[src/rtl/seq_mod_multi.sv]
// rtl/seq_mod_multi.sv - multi-phase modulo sequencer with a programmable terminal-value table
module seq_mod_multi #(
    parameter int WIDTH     = 3,
    parameter int PHASES    = 4,
    parameter int PW        = 2,
    parameter int BASE_TERM = 3
) (
    input  logic             clk,
    input  logic             rst,
    input  logic             en,
    input  logic             clr,
    input  logic [PW-1:0]    last_phase,
    input  logic             cfg_we,
    input  logic [PW-1:0]    cfg_idx,
    input  logic [WIDTH-1:0] cfg_term,
    output logic [WIDTH-1:0] count,
    output logic [PW-1:0]    phase,
    output logic             tc,
    output logic             seq_done
);

    logic [WIDTH-1:0] r_term [PHASES];
    logic [WIDTH-1:0] r_count;
    logic [PW-1:0]    r_phase;

    logic [WIDTH-1:0] w_cur_term;
    logic             w_hit;
    logic             w_tc;
    logic             w_last;
    logic             w_wrap;

    // Look up the terminal value of the current phase; a mux loop keeps
    // out-of-range phase codes (non power-of-two PHASES) well defined.
    always_comb begin
        w_cur_term = r_term[0];
        for (int i = 1; i < PHASES; i++) begin
            if (r_phase == PW'(i)) begin
                w_cur_term = r_term[i];
            end
        end
    end

    // A ">=" compare means a term lowered below the running count wraps at
    // once instead of counting on towards overflow.
    assign w_hit  = (r_count >= w_cur_term);
    assign w_tc   = en & ~clr & w_hit;
    assign w_last = (r_phase >= last_phase);
    // Also wrap at the top table slot so last_phase >= PHASES cannot walk
    // the phase index off the end of the table.
    assign w_wrap = w_last | (r_phase == PW'(PHASES - 1));

    assign count    = r_count;
    assign phase    = r_phase;
    assign tc       = w_tc;
    assign seq_done = w_tc & w_last;

    // Count and phase sequencing: clear beats enable, terminal hit wraps the count
    always_ff @(posedge clk or posedge rst) begin
        if (rst) begin
            r_count <= '0;
            r_phase <= '0;
        end else if (clr) begin
            r_count <= '0;
            r_phase <= '0;
        end else if (en) begin
            if (w_hit) begin
                r_count <= '0;
                r_phase <= w_wrap ? '0 : r_phase + PW'(1);
            end else begin
                r_count <= r_count + WIDTH'(1);
            end
        end
    end

    // Terminal table: reset to BASE_TERM+i, rewritten by the cfg strobe at any time;
    // indices with no matching slot simply match nothing and are dropped.
    always_ff @(posedge clk or posedge rst) begin
        if (rst) begin
            for (int i = 0; i < PHASES; i++) begin
                r_term[i] <= WIDTH'(BASE_TERM + i);
            end
        end else if (cfg_we) begin
            for (int i = 0; i < PHASES; i++) begin
                if (cfg_idx == PW'(i)) begin
                    r_term[i] <= cfg_term;
                end
            end
        end
    end

endmodule

[config.mk]
export PLATFORM = sky130hd
export DESIGN_NAME = seq_mod_multi
export DESIGN_NICKNAME = d
export VERILOG_FILES = /design/src/rtl/seq_mod_multi.sv
export SDC_FILE = /design/constraint.sdc
export NUM_CORES = 1
export LEC_CHECK = 0
export CAP_MARGIN = 40
export CORE_ASPECT_RATIO = 0.9
export CORE_MARGIN = 2
export CORE_UTILIZATION = 40
export CTS_CLUSTER_SIZE = 40
export DETAILED_ROUTE_END_ITERATION = 8
export HOLD_SLACK_MARGIN = 0.1
export PLACE_DENSITY = 0.61
export REMOVE_ABC_BUFFERS = 1
export SLEW_MARGIN = 20
export SYNTH_ARGS = -nofsm -noshare
export SYNTH_HDL_FRONTEND = slang
export SYNTH_SLANG_ARGS = --single-unit
[constraint.sdc]
create_clock -name clk -period 3.1 [get_ports clk]
set_clock_uncertainty 0.1 [all_clocks]
set_input_delay 0.31 -clock clk [delete_from_list [all_inputs] [get_ports clk]]
set_output_delay 0.31 -clock clk [all_outputs]
set_load 0.02 [all_outputs]
After elaboration in Yosys (flattened, before gate mapping)
Cells that the tools add are included.
- register bits after elaboration: 17
- bits of input ports: 12
- add/subtract/negate cells: 2
- magnitude comparators: 2
- eq/ne operators: 6
- muxes and demuxes: 10
- bitwise gates (word level): 5
- reduce and logical (&&, ||, !) cells: 8
- operators with widths (operator ; count):
    $mux W3 ; 6
    $reduce_and A2 Y1 ; 5
    $eq A2 B2 Y1 const B ; 4
    $mux W2 ; 4
    $eq A2 B1 Y1 const B ; 2
    $reduce_bool A2 Y1 ; 2
    $add A3 B1 Y3 const B ; 1
    $and A1 B1 Y1 ; 3
    $ge A3 B3 Y1 ; 1
    $add A2 B1 Y2 const B ; 1
    $ge A2 B2 Y1 ; 1
    $logic_not A2 Y1 ; 1
    $not A1 Y1 ; 1
    $or A1 B1 Y1 ; 1

Depth between registers and ports, before layout
- depth after elaboration: 8
- depth in mapped cells: 11
- gate-level depth less buffers: 11

Least setup slack after synthesis
Ideal clock, no wire load.
- path type: register to output
- start: register r_phase[1], in the netlist phase[1]
- end: output port seq_done
- arrival: 2354 ps
- setup slack: 336 ps
- cell stages (with the launch flop): 12
- buffers on the path: 0
- cell sequence: dfrtp_1 > inv_1 > ha_1 > mux2i_1 > nor2_1 > a21oi_1 > o21ai_0 > ha_1 > nand2b_1 > a31oi_2 > nand2b_4 > nor3_1
- cells in the longest elaborated chain, start to end: 7
- elaborated cells on any way between the ends: 10
- classes of those cells: order compare (2); eq/ne (3); mux (3); bitwise (2)
- ends and longest elaborated chain (item ; RTL line ; RTL):
    start: declaration ; 24 ; logic [PW-1:0] r_phase;
    start signal: assignment ; 68 ; r_phase <= w_wrap ? '0 : r_phase + PW'(1);
    $eq A2 B1 Y1 ; 37 ; if (r_phase == PW'(i)) begin
    $mux W3 (3 in a row) ; 37 ;
    $ge A3 B3 Y1 ; 45 ; assign w_hit = (r_count >= w_cur_term);
    $and A1 B1 Y1 ; 46 ; assign w_tc = en & ~clr & w_hit;
    $and A1 B1 Y1 (*) ; 55 ; assign seq_done = w_tc & w_last;
    end: declaration ; 19 ; output logic seq_done
Every way passes the cells marked *; elsewhere a longest branch is shown, timed or not.

Worst setup path after layout
Same ends and word-level chain as after synthesis.

==> reports/results.tsv <==
stage	metric	value	unit
setup_path	CP delay by family, top	simple AND/OR/NAND/NOR gates	
drt	via-per-instance ratio	5.16	
clock_network	root buf cell	clkbuf_4	
power	Leakage	0.545	nW
finish	Final nets	133	
yosys	Gate Count Post-Synth	87	
yosys	main combinational cell family by area after synthesis	multiplexers	
yosys	#FFs+latches synth	17	
finish	fraction of layout cells with a size suffix above 1	32.4	%
floorplanning	Initial Util	41.5	%
yosys	Cell variety after synth	22	
yosys	Yosys top cell by area	dfrtp_1	
place	pre-CTS setup slack	0.0256	ns
sta	Fmax	353	MHz
sta	fin crit share	91.5	%
floorplanning	core area	2420	um2
grt	vias in the first global route	702	
setup_path	CP bufs+invs	2	
drt	antenna-violating nets left	0	
sta	max-slew violation count	0	
power	VDD IR-drop max	0.373	mV
floorplanning	Die Ht	51.6	um
yosys	Ys Warns	0	
clock_network	CTS buffer count	3	
grt	GRT Util Overall	15.3	%
sta	RSZ-0062 raised after global routing	false	
grt	first-pass GRT wire length	3.32	mm
sta	Final Hold Viols	0	
clock_network	number of clock sinks	17	
clock_network	Clock transition at path regs	0.11	ns
yosys	xor/xnor share of the synthesized area	0	%
place	IO buf count	18	
setup_path	Worst R2R Setup Slack	0.68	ns
setup_path	Crit path required time	2.69	ns
power	PwrDens	503	nW/um2
sta	Worst Max-Slew Pin Slew	0.635	ns
place	Placer Congestion	0.720	
setup_path	slowest CP cell	dfrtp_1	
drt	First DRT Iteration DRCs	20	
yosys	Simple-Gate Fraction of Synth Area	13.6	%
grt	met3 usage	5.47	%
grt	initial antenna violation count	0	
yosys	Synth top area share	24.9	%
finish	P&R area growth vs syn	26.5	%
setup_path	Crit Path Category	reg -> out	
sta	endpoints failing setup	0	
sta	Worst Slack Setup Final	0.263	ns
grt	M1 GR Usage	18.9	%
place	dpl cells	134	
clock_network	# H-tree levels	1	
finish	post-route cell area	1270	um2
grt	largest net degree at the start of global routing	18	
place	Post-DP Area	1230	um2
floorplanning	Die Width	56.9	um
finish	commonest cells after routing, fill and taps aside	clkdlybuf4s50_1, mux2_2, dfrtp_1	
place	HPWL after DPL	1.44	mm
setup_path	critical path fanouts, max	4	
floorplanning	row count	17	
setup_path	startpoint types	flip-flop	
sta	Final TNS setup	0	ns
sta	Worst slew margin	57.6	%
yosys	post-synthesis instance area	1010	um2
clock_network	Worst-Skew Late Latency	0.30	ns
setup_path	Critical Path Max Stage Delay	0.39	ns
drt	vias	717	
floorplanning	I/O Pins	19	
yosys	compound-cell area share of the yosys netlist	7.09	%
grt	GRT Residual Overflow	0	
grt	met2 usage	25.4	%
clock_network	CTS tree	done	
drt	residual DRC count	0	
setup_path	Reg2Reg Depth	11	
status	outcome	complete, no violations	
clock_network	maximum clock path buffer count	2	
setup_path	CP endpoint kind	output pin	
drt	WL/cell	13.5	um
worst_hold_path	Worst Hold Class	in -> async	
yosys	post-synthesis adder-cell area fraction	11.2	%
finish	final std cells w/o fill	139	
yosys	mux contribution to synthesized area	22.4	%
yosys	Synth Area per Inst	11.6	um2
job	maxcap violations	0	
setup_path	reg2reg start	phase[1]$_DFFE_PP0P_	
sta	Hold Worst Slack	0.277	ns
drt	DRT Pass-1 Iters	4	
yosys	top post-synthesis cells by area	dfrtp_1, dfstp_2, mux2_2	
setup_path	crit-path cells	inv_1 -> ha_4 -> mux2i_1 -> nor2_1 -> a21oi_1 -> o21ai_0 -> ha_1 -> nand2b_1 -> a31oi_2 -> nand2b_4 -> nor3_1 -> clkbuf_2	
finish	most common cell after layout, fill and taps aside	clkdlybuf4s50_1	
grt	most used routing layer	met2	
finish	ant diodes	0	
floorplanning	die area	2930	um2
setup_path	r2r endpoint	phase[0]$_DFFE_PP0P_	
yosys	sequential element share of the synthesized area	43.2	%
setup_path	crit path DAT	2.43	ns
drt	total wire length	1.87	mm
sta	Final min period	2.84	ns
-- report_power, final --
| part | internal [mW] | switching, mW |
|---|---|---|
| Combinational | 0.123 | 0.0968 |
| Clock | 0.0492 | 0.0776 |
| Sequential | 0.271 | 0.0232 |
-- cell type report --
cell class | count | area, um2
inverter | 5 | 18.8
multi-input combinational | 64 | 561
timing repair buffer | 21 | 193
sequential | 17 | 435
tap | 28 | 35.0
clock buffer | 3 | 22.5
fill | 239 | 1150
clock inverter | 1 | 7.51
-- timing repair --
action	4_1_cts	5_1_grt
hold buffers	0	0
buffers inserted	1	0
gates cloned	0	0
resized for setup	3	8
setup endpoints to repair	2	2
-- metal layers --
metal | wire length [um] | up-vias
met5 | 0 | -
met2 | 895 | 16
li1 | - | 355
met1 | 875 | 344
met4 | 13 | 0
met3 | 89 | 2
-- worst max-delay path by stage --
stage / start / to / slack, ns / depth (start not counted)
floorplan: phase[1]$_DFFE_PP0P_ / seq_done / 0.34 / 11
global placement: phase[0]$_DFFE_PP0P_ / seq_done / 0.04 / 11
detailed placement: phase[0]$_DFFE_PP0P_ / seq_done / 0.03 / 11
CTS: phase[1]$_DFFE_PP0P_ / seq_done / 0.02 / 12
global route: phase[1]$_DFFE_PP0P_ / seq_done / 0.06 / 12
finish: phase[1]$_DFFE_PP0P_ / seq_done / 0.26 / 12
-- stage by stage --
stage,power (mW),utilization (%)
after floorplan,0.435,-
after global placement,0.506,50.7
after detailed placement,0.512,50.7
after CTS,0.644,52.2
after global routing,0.688,52.5
final,0.641,52.5
-- flip-flops by register name, summed over array words and instances (netlist names) --
register / count
r_term: 12
count: 3
phase: 2
-- Yosys cell counts --
master,instances
a2111o_1,1
a21o_1,1
a21oi_1,5
a31oi_2,1
buf_4,1
dfrtp_1,10
dfstp_2,7
ha_1,9
inv_1,5
mux2_2,12
mux2_4,2
mux2i_1,6
nand2_1,4
nand2b_1,3
nand2b_4,2
nand3_1,3
nand3b_1,2
nor2_1,7
nor2b_1,1
nor3_1,1
nor3b_1,1
o21ai_0,3
-- cell families after synthesis --
kind of cell / count (synthesis)
muxes: 20
AOI/OAI and AO/OA: 11
and+or+nand+nor: 24
buffers and inverters: 6
DFF: 17
adders and majority gates: 9
(Power assumes the default switching activity.)
